`config.mk`:
```
export PLATFORM = sky130hd
export DESIGN_NAME = coriolis_join_mul_pipe
export DESIGN_NICKNAME = d
export VERILOG_FILES = /design/src/rtl/coriolis_join_mul_pipe_pkg.sv /design/src/rtl/coriolis_stream_fifo.sv /design/src/rtl/coriolis_join_mul_pipe.sv
export SDC_FILE = /design/constraint.sdc
export NUM_CORES = 2
export LEC_CHECK = 0
export BUFFER_PORTS_ARGS = -buffer_cell sky130_fd_sc_hd__buf_2
export CAP_MARGIN = 20
export CORE_ASPECT_RATIO = 0.6
export CORE_MARGIN = 5
export CORE_UTILIZATION = 60
export DETAILED_ROUTE_END_ITERATION = 8
export PLACE_DENSITY_LB_ADDON = 0.25
export SLEW_MARGIN = 20
export SYNTH_ARGS = -nofsm -noshare
export SYNTH_HDL_FRONTEND = slang
export SYNTH_SLANG_ARGS = --single-unit
export TNS_END_PERCENT = 20
```
`constraint.sdc`:
```
create_clock -name clk -period 9.7 [get_ports clk]
set_input_delay 0.485 -clock clk [delete_from_list [all_inputs] [get_ports clk]]
set_output_delay 0.485 -clock clk [all_outputs]
set_load 0.01 [all_outputs]
```
`src/rtl/coriolis_join_mul_pipe_pkg.sv`:
```
// Shared widths and helpers for the join/multiply pipeline and its output FIFO.
package coriolis_join_mul_pipe_pkg;

    localparam int STREAMW_DEF = 34;
    localparam int FRAC_DEF    = 16;

    // The result keeps product bits [FRAC+STREAMW-1 : FRAC].
    localparam int RES_LSB_DEF = FRAC_DEF;
    localparam int RES_MSB_DEF = FRAC_DEF + STREAMW_DEF - 1;

    // One extra bit so the counter can hold the value DEPTH itself.
    function automatic int credit_width(input int depth);
        return $clog2(depth) + 1;
    endfunction

    function automatic int prod_width(input int streamw);
        return 2 * streamw;
    endfunction

endpackage

```
`src/rtl/coriolis_stream_fifo.sv`:
```
// First-word fall-through FIFO: the head entry is presented on rd_data whenever !empty.
module coriolis_stream_fifo
    import coriolis_join_mul_pipe_pkg::*;
#(
    parameter int STREAMW = STREAMW_DEF,
    parameter int DEPTH   = 8
) (
    input  logic               clk,
    input  logic               rst,
    input  logic               wr_en,
    input  logic [STREAMW-1:0] wr_data,
    input  logic               rd_en,
    output logic [STREAMW-1:0] rd_data,
    output logic               empty,
    output logic               full
);
    localparam int AW   = (DEPTH > 1) ? $clog2(DEPTH) : 1;
    localparam int CNTW = AW + 1;

    logic [STREAMW-1:0] mem [DEPTH];
    logic [AW-1:0]      wr_ptr;
    logic [AW-1:0]      rd_ptr;
    logic [CNTW-1:0]    count;
    logic               wr_ok;
    logic               rd_ok;

    assign wr_ok   = wr_en && !full;
    assign rd_ok   = rd_en && !empty;
    assign empty   = (count == '0);
    assign full    = (count == CNTW'(DEPTH));
    assign rd_data = mem[rd_ptr];

    // NOTE: sequential state uses non-blocking assignments so every flop sees pre-edge values.
    always_ff @(posedge clk) begin
        if (rst) begin
            wr_ptr <= '0;
            rd_ptr <= '0;
            count  <= '0;
        end else begin
            if (wr_ok) wr_ptr <= wr_ptr + AW'(1);
            if (rd_ok) rd_ptr <= rd_ptr + AW'(1);
            case ({wr_ok, rd_ok})
                2'b10:   count <= count + CNTW'(1);
                2'b01:   count <= count - CNTW'(1);
                default: ;
            endcase
        end
    end

    // NOTE: storage is deliberately not reset; empty hides stale entries and the array can map to RAM.
    always_ff @(posedge clk) begin
        if (wr_ok) mem[wr_ptr] <= wr_data;
    end

endmodule

```
`src/rtl/coriolis_join_mul_pipe.sv`:
```
// Joins two operand streams, multiplies them in a LAT-stage fixed-point pipeline and
// buffers results in a FIFO; credits guarantee the never-stalling pipeline cannot overflow it.
module coriolis_join_mul_pipe
    import coriolis_join_mul_pipe_pkg::*;
#(
    parameter int STREAMW = STREAMW_DEF,
    parameter int FRAC    = FRAC_DEF,
    parameter int LAT     = 4,
    parameter int DEPTH   = 8
) (
    input  logic               clk,
    input  logic               rst,
    input  logic               ivalid_in1_s0,
    input  logic [STREAMW-1:0] in1_s0,
    input  logic               ivalid_in2_s0,
    input  logic [STREAMW-1:0] in2_s0,
    output logic               iready,
    output logic               ovalid_out1_s0,
    input  logic               oready_out1_s0,
    output logic [STREAMW-1:0] out1_s0
);
    localparam int CW = credit_width(DEPTH);
    localparam int PW = prod_width(STREAMW);

    logic [CW-1:0]         credits;
    logic                  fire;
    logic                  pop;
    logic                  empty;
    logic                  full;
    logic [STREAMW-1:0]    head;
    logic signed [PW-1:0]  op_a;
    logic signed [PW-1:0]  op_b;
    logic [LAT-1:0]        valid_pipe;
    logic [STREAMW-1:0]    data_pipe [LAT];

    // Credits count every beat in the pipeline or the FIFO, so ready never looks at ivalid/oready.
    assign iready         = (credits < CW'(DEPTH)) && !rst;
    assign fire           = ivalid_in1_s0 && ivalid_in2_s0 && iready;
    assign ovalid_out1_s0 = !empty && !rst;
    assign pop            = ovalid_out1_s0 && oready_out1_s0;
    assign out1_s0        = ovalid_out1_s0 ? head : '0;

    assign op_a = PW'($signed(in1_s0));
    assign op_b = PW'($signed(in2_s0));

    always_ff @(posedge clk) begin
        if (rst) begin
            credits <= '0;
        end else begin
            case ({fire, pop})
                2'b10:   credits <= credits + CW'(1);
                2'b01:   credits <= credits - CW'(1);
                default: ;
            endcase
        end
    end

    always_ff @(posedge clk) begin
        if (rst) begin
            valid_pipe <= '0;
        end else begin
            valid_pipe[0] <= fire;
            for (int i = 1; i < LAT; i++) valid_pipe[i] <= valid_pipe[i-1];
        end
    end

    // Arithmetic shift floors toward -inf; the cast keeps the low STREAMW bits (wrap, no saturation).
    always_ff @(posedge clk) begin
        if (fire) data_pipe[0] <= STREAMW'((op_a * op_b) >>> FRAC);
        for (int i = 1; i < LAT; i++) data_pipe[i] <= data_pipe[i-1];
    end

    coriolis_stream_fifo #(
        .STREAMW (STREAMW),
        .DEPTH   (DEPTH)
    ) u_out_fifo (
        .clk     (clk),
        .rst     (rst),
        .wr_en   (valid_pipe[LAT-1] && !full),
        .wr_data (data_pipe[LAT-1]),
        .rd_en   (pop),
        .rd_data (head),
        .empty   (empty),
        .full    (full)
    );

endmodule

```
# Yosys cells after proc, flatten, opt, wreduce, memory -nomap -nowiden
# Memory sizes are Yosys's and may differ from the RTL's. A register that Yosys moved wholly into a read port is not among the register bits.
# Index checks and enable logic that the tools add are counted.
# Widths: inputs -> output; s select.
# word_totals
input_bits	73
out_inout_bits	36
memories	2
ram_bits	408
ff_bits	18
# op_classes
multipliers	1
n_addsub	6
reduce_logical	14
eq_ne	5
n_lt_le_gt_ge	1
n_mux	9
# mem_list
memory	depth	word_bits	rd	rd_ports_with_merged_regs	wr	line_no	source
u_out_fifo.mem	8	34	1	1	1	coriolis_stream_fifo.sv:20	logic [STREAMW-1:0] mem [DEPTH];
data_pipe	4	34	4	0	4	coriolis_join_mul_pipe.sv:34	logic [STREAMW-1:0] data_pipe [LAT];
# op_table
op	n
$mul 34x34->50	1
$mux 34	1
$pmux 4 s2	2
$add 4x1->4 const B	2
$logic_and 1x1->1	8
$sub 4x1->4 const B	2
$add 3x1->3 const B	2
$mux 3	2
$eq 2x1->1 const B	2
$eq 2x2->1 const B	2
$eq 4x4->1 const B	1
$logic_not 4->1	1
$lt 4x4->1 const B	1
$mux 1	4
$reduce_bool 2->1	2
$logic_not 1->1	3

# Logic depth before layout (Yosys ltp)
# logic_depth
ltp_word	7
mapped_depth	29
ltp_nobuf	27

# Cells and area by module
# A second synthesis with hierarchy kept.
# unflattened
hier_cells	4271
area_unflattened_um2	46973.8
# modules_own_cells
mod	seq_area_each_um2	cells_each	instances	area_per_inst_um2
coriolis_join_mul_pipe	3223.1	3803	1	35977.0
coriolis_stream_fifo	8428.1	468	1	10996.8

# Worst setup path before layout
# OpenSTA, ideal clock, no wires.
# synth_timing
path_kind	input -> register
from	input in2_s0[4]
to	memory data_pipe[0][26] in the netlist's numbering, data pin
path_slack_ns	2.263
setup_ns	0.262
required_ns	9.438
path_buffers	3
path_stages	28
arrival_ns	7.175
cell_sequence	clkbuf_1 clkbuf_1 nand2_1 fa_1 fa_1 inv_1 fa_1 inv_1 fa_1 inv_1 fa_1 inv_1 fa_1 inv_1 fa_1 inv_1 fa_1 inv_1 ha_1 buf_2 and3_1 a221o_1 a21o_1 a31o_4 a31oi_4 a2bb2oi_2 nor4b_2 nor4_2
# synth_lines
element	line_no	source
from (decl)	coriolis_join_mul_pipe.sv:16	input logic [STREAMW-1:0] in2_s0,
to (decl)	coriolis_join_mul_pipe.sv:34	

==> results.rst <==
.. list-table::
   :header-rows: 1

   * - Metric
     - Value
   * - Depth of the worst hold-timing path
     - 2
   * - Number of instances resized during post-cts repair
     - 0
   * - Number of routed nets with antenna violations
     - 0
   * - Depth of the worst register-to-register path
     - 11
   * - Arrival time reported for the critical path endpoint
     - approximately 8400 ps
   * - Clock Latency Late Sink
     - approximately 570 ps
   * - Share of flip-flops with an asynchronous set or reset
     - 0%
   * - Slew at the pin closest to its max-slew limit
     - approximately 1100 ps
   * - Top-count cell post-synth
     - inv_1
   * - Slowest CP cell
     - buf_2
   * - Violation count after the first detailed-routing iteration
     - 2,887
   * - Via count
     - just under 30k
   * - Area of the core
     - roughly 77,000 um2
   * - Worst reg2reg path startpoint
     - u_out_fifo.count[3]
   * - Height of the die
     - 226 um
   * - Clock-pin slew reported for the worst setup and hold paths after clock tree synthesis
     - roughly 90 ps
   * - DIE AREA
     - ~84,000 um2
   * - Share of the yosys chip area belonging to registers
     - around 25%
   * - Port-buffer cells
     - ~110
   * - Initial Util
     - 60.5%
   * - Start point of the worst hold path
     - rst
   * - Reg2reg setup slack
     - 6700 ps
   * - Worst slew margin relative to its limit
     - about a quarter
   * - # IOs
     - roughly 110
   * - Warnings from Yosys
     - 0
   * - Sum of net half-perimeters after detailed placement
     - roughly 85 mm
   * - Core Rows
     - 79
   * - CTS Hold Buffers Added
     - 0
   * - Post-CTS setup buffer count
     - 0
   * - Number of vias per cell after detailed routing
     - ~5.6
   * - Post-route cell area
     - slightly below 50,000 um2
   * - Maximum number of pins on one net before global-route repair
     - 55
   * - Startpoint of the most critical setup path
     - in1_s0[16]
   * - H-tree Lvls
     - 1
   * - Number of buffers added by the clock tree synthesis step
     - 29
   * - Cell with the most instances on the worst path
     - fa_1
   * - Worst Path Class, Setup
     - primary input to flip-flop
   * - Mean area per synthesized cell
     - approximately 11 um2
   * - Final sum of negative setup slack
     - 0 ps
   * - First-pass GRT wire length
     - about 190 mm
   * - Outcome
     - completed
   * - Primary FF master, synth
     - edfxtp_1
   * - CP endpoint kind
     - flip-flop
   * - Cell breakdown of the critical path
     - buf_2 > nand2_1 > fa_1 > fa_1 > inv_1 > fa_1 > inv_1 > fa_1 > inv_1 > fa_1 > fa_1 > fa_1 > inv_1 > fa_1 > inv_1 > ha_1 > and2_1 > a221oi_1 > o21ai_0 > o2bb2ai_1 > a21o_1 > o21ai_0 > o21ai_0 > xnor2_1
   * - Number of maximum-capacitance constraint violations
     - 0
   * - Count of final setup violators
     - 0
   * - Fmax
     - 124 MHz
   * - Post-route core utilization
     - between 60% and 70%
   * - Number of enable flip-flop cells after synthesis
     - roughly 310
   * - Buffer type at the clock tree root
     - clkbuf_16
   * - Unrepaired setup endpoints after global routing
     - false
   * - Post-synth top area share
     - about 40%
   * - Data required time at the worst endpoint
     - roughly 10,000 ps
   * - Remaining Overflow, GRT
     - 0
   * - Hold violation total from the final report
     - 0
   * - Post-synth design cell area
     - around 47,000 um2
   * - Final Critical Period
     - 8060 ps
   * - Synthesis-to-layout area growth
     - 4.82%
   * - Syn Inst Count
     - between 4k and 5k
   * - Area leader, netlist
     - fa_1
   * - Share of post-route cells with drive strength above 1
     - 6.19%
   * - Instance area at placement
     - roughly 48,000 um2
   * - Final-stage net count
     - between 5k and 6k
   * - Number of antenna violations at the first check in global routing
     - 8
   * - Worst hold path class
     - primary input to flip-flop
   * - Area contributors post-synth
     - fa_1 40%, edfxtp_1 20%, inv_1 8.1%
   * - Drt first pass iters
     - 5
   * - Yosys reg bits
     - between 400 and 500
   * - Total DRC errors in the routed layout
     - 0
   * - Global router's overall resource usage
     - between 20% and 30%
   * - Clock tree buffer depth
     - 3
   * - Wire length after detailed routing
     - 119 mm
   * - Netlist cell types
     - 53
   * - Clock tree sinks
     - about 430
   * - Die width
     - ~370 um
   * - CTS tree
     - built
   * - Nets in the synthesized netlist
     - ~5.5k
   * - Final Max Slew Viols
     - 0
   * - Final hold slack
     - ~300 ps
   * - Skew final
     - 15.5 ps
   * - Weighted congestion at the end of routability-driven global placement
     - 0.902
   * - Delay contributed by the slowest stage of the critical path
     - roughly 720 ps
   * - Crit start category
     - primary input
   * - Synth top cells by count
     - 1,013 x inv_1, 936 x fa_1, 533 x nand2_1, 494 x and2_1, 306 x edfxtp_1
   * - Average wire length per cell after detail routing
     - ~22 um
   * - CP Max Fanout
     - 34
   * - Vias in the first global route
     - approximately 33k
   * - Share of the clock period used by the worst path after layout
     - 83.1%
==> critical path, delay by kind of cell <==
kind	cells	cell delay [ps]
buf+inv	6	1010
xor+xnor	1	190
compound gates	6	1680
fa+ha+maj	9	4510
simple gates	2	430
==> cells by family after synthesis <==
| family | Yosys count | share of synthesized area, % |
|---|---|---|
| buffers and inverters | 1228 | 9.86 |
| AND/OR/NAND/NOR | 1178 | 12.5 |
| adder cells (fa/ha/maj) | 1125 | 45.1 |
| flip-flops | 429 | 24.9 |
| AO/OA/AOI/OAI | 142 | 2.03 |
| multiplexers | 102 | 4.00 |
| XOR/XNOR | 91 | 1.70 |
==> state kept, by name, indices dropped and copies added (netlist names), named ones only <==
signal and cells:
credits 4, u_out_fifo.wr_ptr 3, u_out_fifo.count 4, data_pipe 136, u_out_fifo.rd_ptr 3, valid_pipe 4, u_out_fifo.mem 272
==> routing by layer <==
metal  vias up  GRT usage (%)  routed length, um
met3       261           8.09              13700
met1     15299           44.6              50900
met2      1650           43.4              50700
met4         8           8.74               3840
met5         -          0.735                116
li1      12592              -                  -
==> cell usage in the layout (no fill, tap or decap), types with 5 or more instances in the layout <==
| master | instances |
|---|---|
| buf_4 | 20 |
| a21oi_1 | 43 |
| nor2_1 | 77 |
| nand2_1 | 533 |
| xor2_1 | 27 |
| o21bai_1 | 7 |
| clkbuf_16 | 31 |
| edfxtp_1 | 306 |
| clkinv_2 | 5 |
| clkinv_1 | 5 |
| and2_1 | 494 |
| a31oi_1 | 5 |
| nor2_4 | 6 |
| diode_2 | 5 |
| mux2i_1 | 34 |
| o221ai_1 | 5 |
| nand4_1 | 9 |
| nand2b_1 | 12 |
| inv_1 | 1013 |
| and3_1 | 8 |
| fa_1 | 936 |
| dfxtp_1 | 120 |
| mux4_2 | 68 |
| buf_2 | 108 |
| o21ai_0 | 28 |
| xnor2_1 | 64 |
| a21o_1 | 26 |
| nor2b_1 | 9 |
| ha_1 | 189 |
| a211oi_1 | 5 |
| nand3_1 | 13 |
==> worst paths after layout <==
| check | to |
|---|---|
| setup / recovery | data_pipe[0][33] |
| hold / removal | u_out_fifo.count[1] |
| setup reg to reg | u_out_fifo.count[3] |
| hold reg to reg | data_pipe[3][26] |
==> layout make-up <==
cell class / instances / area (um2)
Inverter: 1013 / 3800
Timing Repair Buffer: 128 / 691
Clock inverter: 18 / 154
Tap cell: 1053 / 1320
Fill cell: 6011 / 28300
Antenna cell: 5 / 12.5
Multi-Input combinational cell: 2638 / 30600
Clock buffer: 36 / 825
Sequential cell: 429 / 11700
==> through the flow <==
stage	std cells	worst slack [ps]
floorplan	4295	2260
global placement	5261	1400
detailed placement	5261	1350
CTS	5315	1950
global route	5319	1530
finish	5320	1640
Power is left out: the tool's default activity adds up to more than one toggle a clock period on the data nets, which glitch-free logic cannot reach.
